===== src/rtl/serial_subtractor.sv =====
// Bit-serial subtractor: computes a - b one bit per clock, LSB first, with a
// single full-subtractor cell and a borrow flop. start/done handshake.
//
// Handshake: start is accepted on a rising edge only while the block is idle
// or showing done; a, b are captured on that edge. busy is high for exactly
// WIDTH cycles afterwards, then done pulses for one cycle with diff,
// borrow_out and ovf valid. Those result outputs hold until the next
// operation completes. start while busy is ignored.
module serial_subtractor #(
  parameter int WIDTH = 8
) (
  input  logic             clk,
  input  logic             rst,
  input  logic             start,
  input  logic [WIDTH-1:0] a,
  input  logic [WIDTH-1:0] b,
  output logic             busy,
  output logic             done,
  output logic [WIDTH-1:0] diff,
  output logic             borrow_out,
  output logic             ovf
);

  localparam int CW = $clog2(WIDTH + 1);

  typedef enum logic [1:0] {
    S_IDLE  = 2'd0,
    S_SHIFT = 2'd1,
    S_DONE  = 2'd2
  } state_t;

  state_t           state_q, state_d;
  logic [WIDTH-1:0] sa_q, sa_d;
  logic [WIDTH-1:0] sb_q, sb_d;
  logic [WIDTH-1:0] res_q, res_d;
  logic             br_q, br_d;
  logic [CW-1:0]    cnt_q, cnt_d;
  logic             sign_a_q, sign_a_d;
  logic             sign_b_q, sign_b_d;
  logic [WIDTH-1:0] diff_q, diff_d;
  logic             borrow_q, borrow_d;
  logic             ovf_q, ovf_d;

  // Full-subtractor cell operating on the current LSBs and the stored borrow.
  logic             x_bit, y_bit, d_bit, br_next;
  logic [WIDTH-1:0] res_shift;

  assign x_bit     = sa_q[0];
  assign y_bit     = sb_q[0];
  assign d_bit     = x_bit ^ y_bit ^ br_q;
  assign br_next   = (~x_bit & y_bit) | (~(x_bit ^ y_bit) & br_q);
  assign res_shift = {d_bit, res_q[WIDTH-1:1]};

  // Next-state and datapath updates; every register holds by default.
  always_comb begin
    state_d  = state_q;
    sa_d     = sa_q;
    sb_d     = sb_q;
    res_d    = res_q;
    br_d     = br_q;
    cnt_d    = cnt_q;
    sign_a_d = sign_a_q;
    sign_b_d = sign_b_q;
    diff_d   = diff_q;
    borrow_d = borrow_q;
    ovf_d    = ovf_q;
    case (state_q)
      S_IDLE, S_DONE: begin
        if (start) begin
          sa_d     = a;
          sb_d     = b;
          br_d     = 1'b0;
          cnt_d    = '0;
          sign_a_d = a[WIDTH-1];
          sign_b_d = b[WIDTH-1];
          state_d  = S_SHIFT;
        end else begin
          state_d  = S_IDLE;
        end
      end
      S_SHIFT: begin
        sa_d  = {1'b0, sa_q[WIDTH-1:1]};
        sb_d  = {1'b0, sb_q[WIDTH-1:1]};
        res_d = res_shift;
        br_d  = br_next;
        cnt_d = cnt_q + CW'(1);
        // The cycle handling the sign bit publishes the finished result.
        if (cnt_q == CW'(WIDTH - 1)) begin
          state_d  = S_DONE;
          diff_d   = res_shift;
          borrow_d = br_next;
          ovf_d    = (sign_a_q ^ sign_b_q) & (res_shift[WIDTH-1] ^ sign_a_q);
        end
      end
      default: state_d = S_IDLE;
    endcase
  end

  // State register; reset abandons any operation in flight.
  always_ff @(posedge clk) begin
    if (rst) begin
      state_q  <= S_IDLE;
      sa_q     <= '0;
      sb_q     <= '0;
      res_q    <= '0;
      br_q     <= 1'b0;
      cnt_q    <= '0;
      sign_a_q <= 1'b0;
      sign_b_q <= 1'b0;
      diff_q   <= '0;
      borrow_q <= 1'b0;
      ovf_q    <= 1'b0;
    end else begin
      state_q  <= state_d;
      sa_q     <= sa_d;
      sb_q     <= sb_d;
      res_q    <= res_d;
      br_q     <= br_d;
      cnt_q    <= cnt_d;
      sign_a_q <= sign_a_d;
      sign_b_q <= sign_b_d;
      diff_q   <= diff_d;
      borrow_q <= borrow_d;
      ovf_q    <= ovf_d;
    end
  end

  assign busy       = (state_q == S_SHIFT);
  assign done       = (state_q == S_DONE);
  assign diff       = diff_q;
  assign borrow_out = borrow_q;
  assign ovf        = ovf_q;

endmodule


===== config.mk =====
export PLATFORM = sky130hd
export DESIGN_NAME = serial_subtractor
export DESIGN_NICKNAME = d
export VERILOG_FILES = /design/src/rtl/serial_subtractor.sv
export SDC_FILE = /design/constraint.sdc
export NUM_CORES = 1
export LEC_CHECK = 0
export BUFFER_PORTS_ARGS = -buffer_cell sky130_fd_sc_hd__buf_2
export CAP_MARGIN = 20
export CORE_MARGIN = 2
export CORE_UTILIZATION = 54
export CTS_BUF_LIST = sky130_fd_sc_hd__clkbuf_16
export DETAILED_ROUTE_END_ITERATION = 12
export GPL_TIMING_DRIVEN = 0
export PLACE_DENSITY_LB_ADDON = 0.2
export SYNTH_ARGS = -nofsm -noshare
export SYNTH_HDL_FRONTEND = slang
export SYNTH_SLANG_ARGS = --single-unit

===== constraint.sdc =====
create_clock -name clk -period 1.8 [get_ports clk]
set_clock_uncertainty 0.15 [all_clocks]
set_input_delay 0 -clock clk [delete_from_list [all_inputs] [get_ports clk]]
set_output_delay 0 -clock clk [all_outputs]
set_load 0.005 [all_outputs]

**Word-level counts from Yosys, hierarchy flattened**

Cells that the tools add are included.

- Bits in latches: 0
- Bits in writable memories: 0
- Input port bits: 19
- Bits in read-only memories: 0
- Register bits after elaboration: 43
- Memories kept: 0

- Muxes and demuxes: 11
- Shift operators: 0
- Magnitude comparators: 0
- Add/sub/neg operators: 1
- Div/mod/pow operators: 0
- Multipliers: 0
- Reduce and logical (&&, ||, !) cells: 6
- Eq/ne operators: 5
- Bitwise gates (word level): 10

Operators with widths:

| cell | number |
|---|---|
| $pmux 8 s2 | 2 |
| $mux 8 | 2 |
| $pmux 4 s2 | 1 |
| $reduce_and 2->1 | 3 |
| $add 4x1->4 const B | 1 |
| $eq 4x3->1 const B | 1 |
| $mux 4 | 1 |
| $pmux 2 s2 | 1 |
| $xor 1x1->1 | 4 |
| $and 1x1->1 | 3 |
| $eq 2x1->1 const B | 1 |
| $eq 2x2->1 const B | 1 |
| $logic_not 2->1 | 1 |
| $mux 1 | 2 |
| $mux 2 | 1 |
| $ne 2x1->1 const B | 1 |
| $ne 2x2->1 const B | 1 |
| $not 1->1 | 2 |
| $pmux 1 s2 | 1 |
| $reduce_bool 2->1 | 1 |
| $reduce_or 2->1 | 1 |
| $or 1x1->1 | 1 |

**Logic depth before layout (Yosys ltp)**

Gate-level depths: netlist (run 1).

- Depth after elaboration: 5
- Gate-level depth with buffers: 5
- Depth with buffers taken out: 5

**Worst setup path after synthesis (run 1)**

OpenSTA, ideal clock, no wires.

- Path type: reg-to-reg
- Start point: register sb_q[0]
- End point: register ovf_q (netlist: ovf)
- Required time: 1.564 ns
- Setup slack: 0.282 ns
- Stages on the path, launching flop included: 6
- Data arrival time: 1.282 ns
- Clock period less this slack: 1.518 ns
- Cells stage by stage: dfxtp_1 -> inv_1 -> fa_1 -> and3b_1 -> a21oi_1 -> a211oi_1

- Longest elaborated chain between the ends: 4

Ends and longest elaborated chain:

| what | line | text |
|---|---|---|
| start: declaration | 34 | `logic [WIDTH-1:0] sb_q, sb_d;` |
| start signal: assignment | 104 | `sb_q <= '0;` |
| start signal: assignment | 116 | `sb_q <= sb_d;` |
| $xor 1x1->1 (2 in a row) | 50 | `assign d_bit = x_bit ^ y_bit ^ br_q;` |
| named net d_bit | 45 | `logic x_bit, y_bit, d_bit, br_next;` |
| $xor 1x1->1 | 92 | `ovf_d = (sign_a_q ^ sign_b_q) & (res_shift[WIDTH-1] ^ sign_a_q);` |
| $and 1x1->1 | 92 |  |
| end signal: assignment | 124 | `ovf_q <= ovf_d;` |
| end: declaration | 42 | `logic ovf_q, ovf_d;` |

The timed path passes the listed nets, and every way through them passes these cells.
A chain may end at the register's enable or synchronous reset.

**Worst setup path in the final report (run 1)**

Same ends and word-level chain as after synthesis.

==> results of run 1 <==
-- per-stage QoR --
step                      utilization, %  total power, uW
after global placement              63.7             1190
after floorplan                        -             1130
after global routing                74.3             2150
after detailed placement            63.7             1200
final                               74.3             2060
after CTS                           74.3             2070
-- per-layer routing --
metal  GRT usage [%]  up-vias  share of wire [%]
met1            29.3      737                 43
met5               0        -                  0
met3            6.40        6                5.4
met4            8.39        0                1.5
met2            37.9       54                 50
li1                -      781                  -
-- cell families after synthesis --
logic type	count (synthesis)
adder cells (fa/ha/maj)	2
multiplexers	10
flip-flops	42
AO/OA/AOI/OAI	50
buffers and inverters	18
AND/OR/NAND/NOR	70
-- worst register-to-register path: stages (launching register included) --
cell and delay, ps:
dfxtp_1 330, inv_1 60, fa_1 510, and3b_1 210
a21oi_1 180, a211oi_1 100
-- state kept, by name, summed over array words and instances (netlist names) --
name	cells
borrow_out	1
br_q	1
cnt_q	4
diff	8
ovf	1
res_q	7
sa_q	8
sb_q	8
sign_a_q	1
sign_b_q	1
state_q	2
-- synthesized netlist by cell type (3+ instances only) --
library cell | number | area, sq um
a21oi_1 | 32 | 160
dfxtp_1 | 42 | 841
buf_2 | 9 | 45.0
nand2b_1 | 20 | 125
nand3_1 | 19 | 95.1
nand2_1 | 19 | 71.3
mux2i_1 | 8 | 80.1
nor2_1 | 3 | 11.3
nor2b_1 | 3 | 18.8
a22oi_1 | 14 | 105
buf_1 | 3 | 11.3
-- layout make-up --
| type | instances | area [sq um] |
|---|---|---|
| Clock inverter | 3 | 16.3 |
| Sequential cell | 42 | 841 |
| Clock buffer | 5 | 125 |
| Inverter | 3 | 11.3 |
| Timing Repair Buffer | 48 | 330 |
| Buffer | 15 | 82.6 |
| Fill cell | 231 | 786 |
| Multi-Input combinational cell | 132 | 806 |
| Tap cell | 44 | 55.1 |
-- power groups by stage --
stage	clock, uW	combinational [uW]	sequential (uW)
3_5_place_dp	0	191	1010
2_1_floorplan	0	134	1000
6_report	844	225	987
5_1_grt	913	247	990
3_3_place_gp	0	187	1000
4_1_cts	857	222	986
-- worst max-delay path by stage --
stage	from	end	depth (start not counted)
3_5_place_dp	sb_q[0]	ovf	5
3_3_place_gp	sb_q[0]	ovf	5
2_1_floorplan	sb_q[0]	ovf	5
5_1_grt	cnt_q[0]	diff[6]	5
4_1_cts	sb_q[0]	ovf	5
6_report	sb_q[0]	ovf	5
==> metrics.txt, run 1 <==
LEAKAGE=0.000884 uW; fin. max-slew vios=0; number of gates resized after cts=0; layout cell share with drive strength beyond 1=20.6%; Crit path max-delay family=adder cells; critical path class=register to register; Total GRT Usage=23.2%; Pwr Density=907 mW/mm^2; RR Startpoint=sb_q[0]; post-synthesis xor/xnor area fraction=0%; Fin Hold WS=304 ps; Post-Place Worst Slack=184 ps; commonest cells after routing, fill and taps aside=dfxtp_1 (42), buf_2 (39), a21oi_1 (32), nand2b_1 (20); Core Region=0.00305 sq mm; post-synthesis mux area share=6.11%; Tcrit/Tclk final=91.7%; ys flop type=dfxtp_1; DR pass1 iterations=5; CTS Root Cell=clkbuf_16; switching portion of total power=23.4%; R2R cell count=5; Max Clock Freq=606 MHz; initial antenna violation count=0; CP Cell Sequence=inv_1 -> fa_1 -> and3b_1 -> a21oi_1 -> a211oi_1; HP Start=res_q[1]; P_int=1570 uW; total CTS buffers=5; Psw=481 uW; Flop pwr share=48.0%; Worst-path clk slew=60 ps; hold buffer count at cts=18; vias in the first global route=1422; logic gate share of total power=11.0%; layout net count=268; DIE WIDTH=60.8 microns; largest family of logic cells by synthesized area=simple AND/OR/NAND/NOR gates; Post-CTS Setup Bufs=0; CP required=1820 ps; crit end category=register; Hold WC Path Type=register to register; Design Area, Final=0.00227 sq mm; Slew HR=68.9%; Post-synth EDFFs=0; # IOs=31; ANT cells=0; clock latency at the later pin of the worst-skew pair=280 ps; Hold EP=res_q[1]; CTS Buffer Depth=2; Worst Path Arrival=1670 ps; final hold vios=0; worst reg2reg path endpoint=ovf; sequential share of the synthesized area=48.3%; CTS H-tree lvls=2; Post-Synth Simple-Gate Area=21.1%; CP Launch Type=register; vias per cell=5.40; Crit path largest cell delay=510 ps; hpwl dp=2.53 mm; post-synth net total=213; # DRC=0; status=finished clean; Yosys reg bits=42; master of the slowest instance on the critical path=fa_1; die height=60.8 microns; Worst IR Drop VDD=0.000754 V; Fin Setup TNS=0 ps; Synth Cell Area=0.00174 sq mm; max cap viols=0; fraction of registers with async set/reset=0%; Via Count=1578; DRT antenna net count=0; Synth Area in Compound Gates=17.3%; non-filler instance count after layout=292; drt wl/cell=13.0 microns; first-pass GRT wire length=6.30 mm; Clock Power Share=41.0%; Buf+Inv Stages, Crit Path=1; Placed Instances=266; die area=0.00369 sq mm; Area Growth Syn to Fin=30.3%; PortBufs=30; initial core utilization=57.0%; TritonCTS Sinks=42; min Tclk post-route=1650 ps; Final setup viols=0; hold path depth=2; synthesized area per cell=9.06 sq um; total grt overflow=0; Syn Inst Count=192; RSZ-0062 raised after global routing=no; post-synthesis cell type count=27; Cell Rows=20; R2R Setup Slk=150 ps; DRT Wirelength=3.81 mm; Slew @ Worst Pin=467 ps; Post-DP Area=0.00195 sq mm; commonest non-fill, non-tap cell in the layout=dfxtp_1; largest net degree at the start of global routing=14; TritonCTS clock tree=done; Setup WS post-layout=150 ps; crit path max fanout=4; GP Congestion=0.754; adder-cell share of the synthesized area=1.87%; DRT iter0 DRCs=82; Yosys warning total=0
Power figures use the tool's default switching activity.
==> inputs of run 2 (changes only) <==
Settings changed: ABC_AREA set to 1, CORE_ASPECT_RATIO set to 0.6, CORE_UTILIZATION 54 to 55, SKIP_LAST_GASP set to 1.
==> metrics.txt, run 2 <==
status=finished clean; Design Area, Final=0.00235 sq mm (+3.8%); Clock Power Share=39.9% (-1.1 points); fin. max-slew vios=0 (unchanged); Slew HR=65.3% (-3.5 points); Cell Rows=16 (-20%); Post-DP Area=0.00203 sq mm (+4.6%); largest net degree at the start of global routing=13 (-1); Worst-path clk slew=60 ps (about the same); drt wl/cell=12.1 microns (-7.2%); Area Growth Syn to Fin=28.7%; min Tclk post-route=1540 ps (-113 ps); CTS Root Cell=clkbuf_16; Total GRT Usage=23.1% (-0.13 points); Hold WC Path Type=register to register; Syn Inst Count=250 (+30%); Max Clock Freq=651 MHz (+7.4%); Hold EP=diff[3]; top post-synthesis cells by area=dfxtp_1 (46%), nand3_1 (16%), nand2_1 (9.9%); DRT Wirelength=4.25 mm (+12%); Yosys warning total=0 (unchanged); CP Launch Type=register; Slew @ Worst Pin=520 ps (+53.2 ps); Placed Instances=325 (+22%); post-synthesis cell type count=20 (-26%); R2R Setup Slk=260 ps (+110 ps); PortBufs=30 (unchanged); logic gate share of total power=12.7% (+1.7 points); die area=0.00382 sq mm (+3.3%); # DRC=0 (unchanged); vias per cell=5.08 (-6.0%); commonest cells after routing, fill and taps aside=nand3_1 (57), nand2_1 (48), dfxtp_1 (42), buf_2 (37), a21oi_1 (25); GP Congestion=0.827 (+9.8%); Final setup viols=0 (unchanged); DIE WIDTH=78.4 microns (+29%); DR pass1 iterations=4 (-1); switching portion of total power=24.8% (+1.4 points); Yosys reg bits=42 (unchanged); clock latency at the later pin of the worst-skew pair=280 ps (about the same); Yosys top cell area share=46.0% (-2.3 points); hpwl dp=2.83 mm (+12%); Psw=527 uW (+9.5%); TritonCTS Sinks=42 (unchanged); critical path class=register to register; synthesized area per cell=7.31 sq um (-19%); Post-Place Worst Slack=285 ps (+101 ps); crit end category=register; Core Region=0.00322 sq mm (+5.6%); initial antenna violation count=0 (unchanged); crit path max fanout=9 (+5); CTS Buffer Depth=2 (unchanged); Worst Path Arrival=1610 ps (-60 ps); ys flop type=dfxtp_1; Worst IR Drop VDD=0.000611 V (-19%); R2R cell count=7 (+2); Pwr Density=902 mW/mm^2 (-0.51%); non-filler instance count after layout=351 (+20%); synth cell count leaders=nand3_1 (57), nand2_1 (48), dfxtp_1 (42); hold path depth=2 (unchanged); LEAKAGE=0.00110 uW (+24%); total grt overflow=0 (unchanged); ANT cells=0 (unchanged); layout net count=326 (+22%); P_int=1600 uW (+1.3%); Flop pwr share=47.4% (-0.6 points); Tcrit/Tclk final=85.4% (-6.3 points); sequential share of the synthesized area=46.0% (-2.3 points); worst reg2reg path endpoint=diff[7]; Synth Cell Area=0.00183 sq mm (+5.0%); CTS H-tree lvls=2 (unchanged); TritonCTS clock tree=done; CP required=1880 ps (+60 ps); commonest non-fill, non-tap cell in the layout=nand3_1; post-synth net total=271 (+27%); first-pass GRT wire length=6.87 mm (+9.1%); max cap viols=0 (unchanged); total CTS buffers=5 (unchanged); RSZ-0062 raised after global routing=no; Fin Hold WS=307 ps (+2.29 ps); fraction of registers with async set/reset=0% (unchanged); HP Start=res_q[4]; DRT antenna net count=0 (unchanged); DRT iter0 DRCs=137 (+67%); initial core utilization=56.7% (-0.29 points); die height=48.7 microns (-20%); Setup WS post-layout=263 ps (+113 ps); most frequent cell after synthesis=nand3_1; # IOs=31 (unchanged); RR Startpoint=cnt_q[0]; Fin Setup TNS=0 ps (unchanged); layout cell share with drive strength beyond 1=18.3% (-2.3 points); vias in the first global route=1498 (+5.3%); Post-synth EDFFs=0 (unchanged); Via Count=1783 (+13%); Yosys top cell by area=dfxtp_1; final hold vios=0 (unchanged)
run 2: changes by cell type in the layout (fill, tap and decap cells not counted), sizes merged, moves of 3 or more:
cell	change
a211oi	-3
a21oi	-7
a22oi	-14
inv	+23
mux2i	-8
nand2	+31
nand2b	-20
nand3	+38
nor2	+21
nor2b	-3
o21ai	+9
run 2: through the flow:
step / util [%] / power (uW)
after floorplan: - / 1190
after global placement: 63.1 / 1250
after detailed placement: 63.1 / 1260
after CTS: 73.0 / 2120
after global routing: 73.0 / 2210
final: 73.0 / 2120
run 2: logic make-up (layout without fill, tap and decap cells):
group                    Yosys count  after routing  synth area share, %
AO/OA/AOI/OAI                     34             34                 9.31
adder cells (fa/ha/maj)            2              2                 1.78
buffers and inverters             40             96                 10.5
flip-flops                        42             42                 46.0
AND/OR/NAND/NOR                  132            132                 32.4
run 2: how the worst max path moves through the flow:
stage / end / cells after the start / slack (ps) / startpoint
final: diff[7] / 7 / 260 / cnt_q[0]
after global routing: diff[3] / 7 / 130 / cnt_q[0]
after CTS: diff[7] / 7 / 270 / cnt_q[0]
after detailed placement: ovf / 7 / 280 / sb_q[0]
after global placement: ovf / 7 / 290 / sb_q[0]
after floorplan: ovf / 7 / 380 / sb_q[0]
run 2: power by group through the flow:
stage	combinational [uW]	sequential (uW)	clock, uW
detailed placement	234	1030	0
finish	271	1010	846
floorplan	170	1020	0
global placement	231	1020	0
CTS	264	1000	851
global route	303	1010	898
run 2: area by class of cell:
type / count / area (sq um)
multi-input cells: 168 / 796
clock buffers: 5 / 125
repair buffers: 48 / 330
flip-flops and latches: 42 / 841
plain buffers: 16 / 98.8
inverters: 24 / 92.6
well taps: 45 / 56.3
clock inverters: 3 / 12.5
fillers: 266 / 871
run 2: critical path, cell delays in order, from the launching register on:
cell     delay (ps)
dfxtp_1         380
ha_1            180
nand2_1          80
nor2_2          200
nand2_2         120
nor2_4          220
nand2_1          90
nand2_1          70
run 2: routing by layer:
metal	share of wire, %	vias up	track usage, %
met5	0	-	0
met4	0.92	0	6.14
met3	5.1	6	6.53
met2	42	46	33.2
met1	52	808	33.9
li1	-	923	-
run 2: timing repair:
item                      4_1_cts  5_1_grt
setup buffers                   0        0
hold buffers                   18        0
hold endpoints to repair       28        0
gates resized for setup         0        0
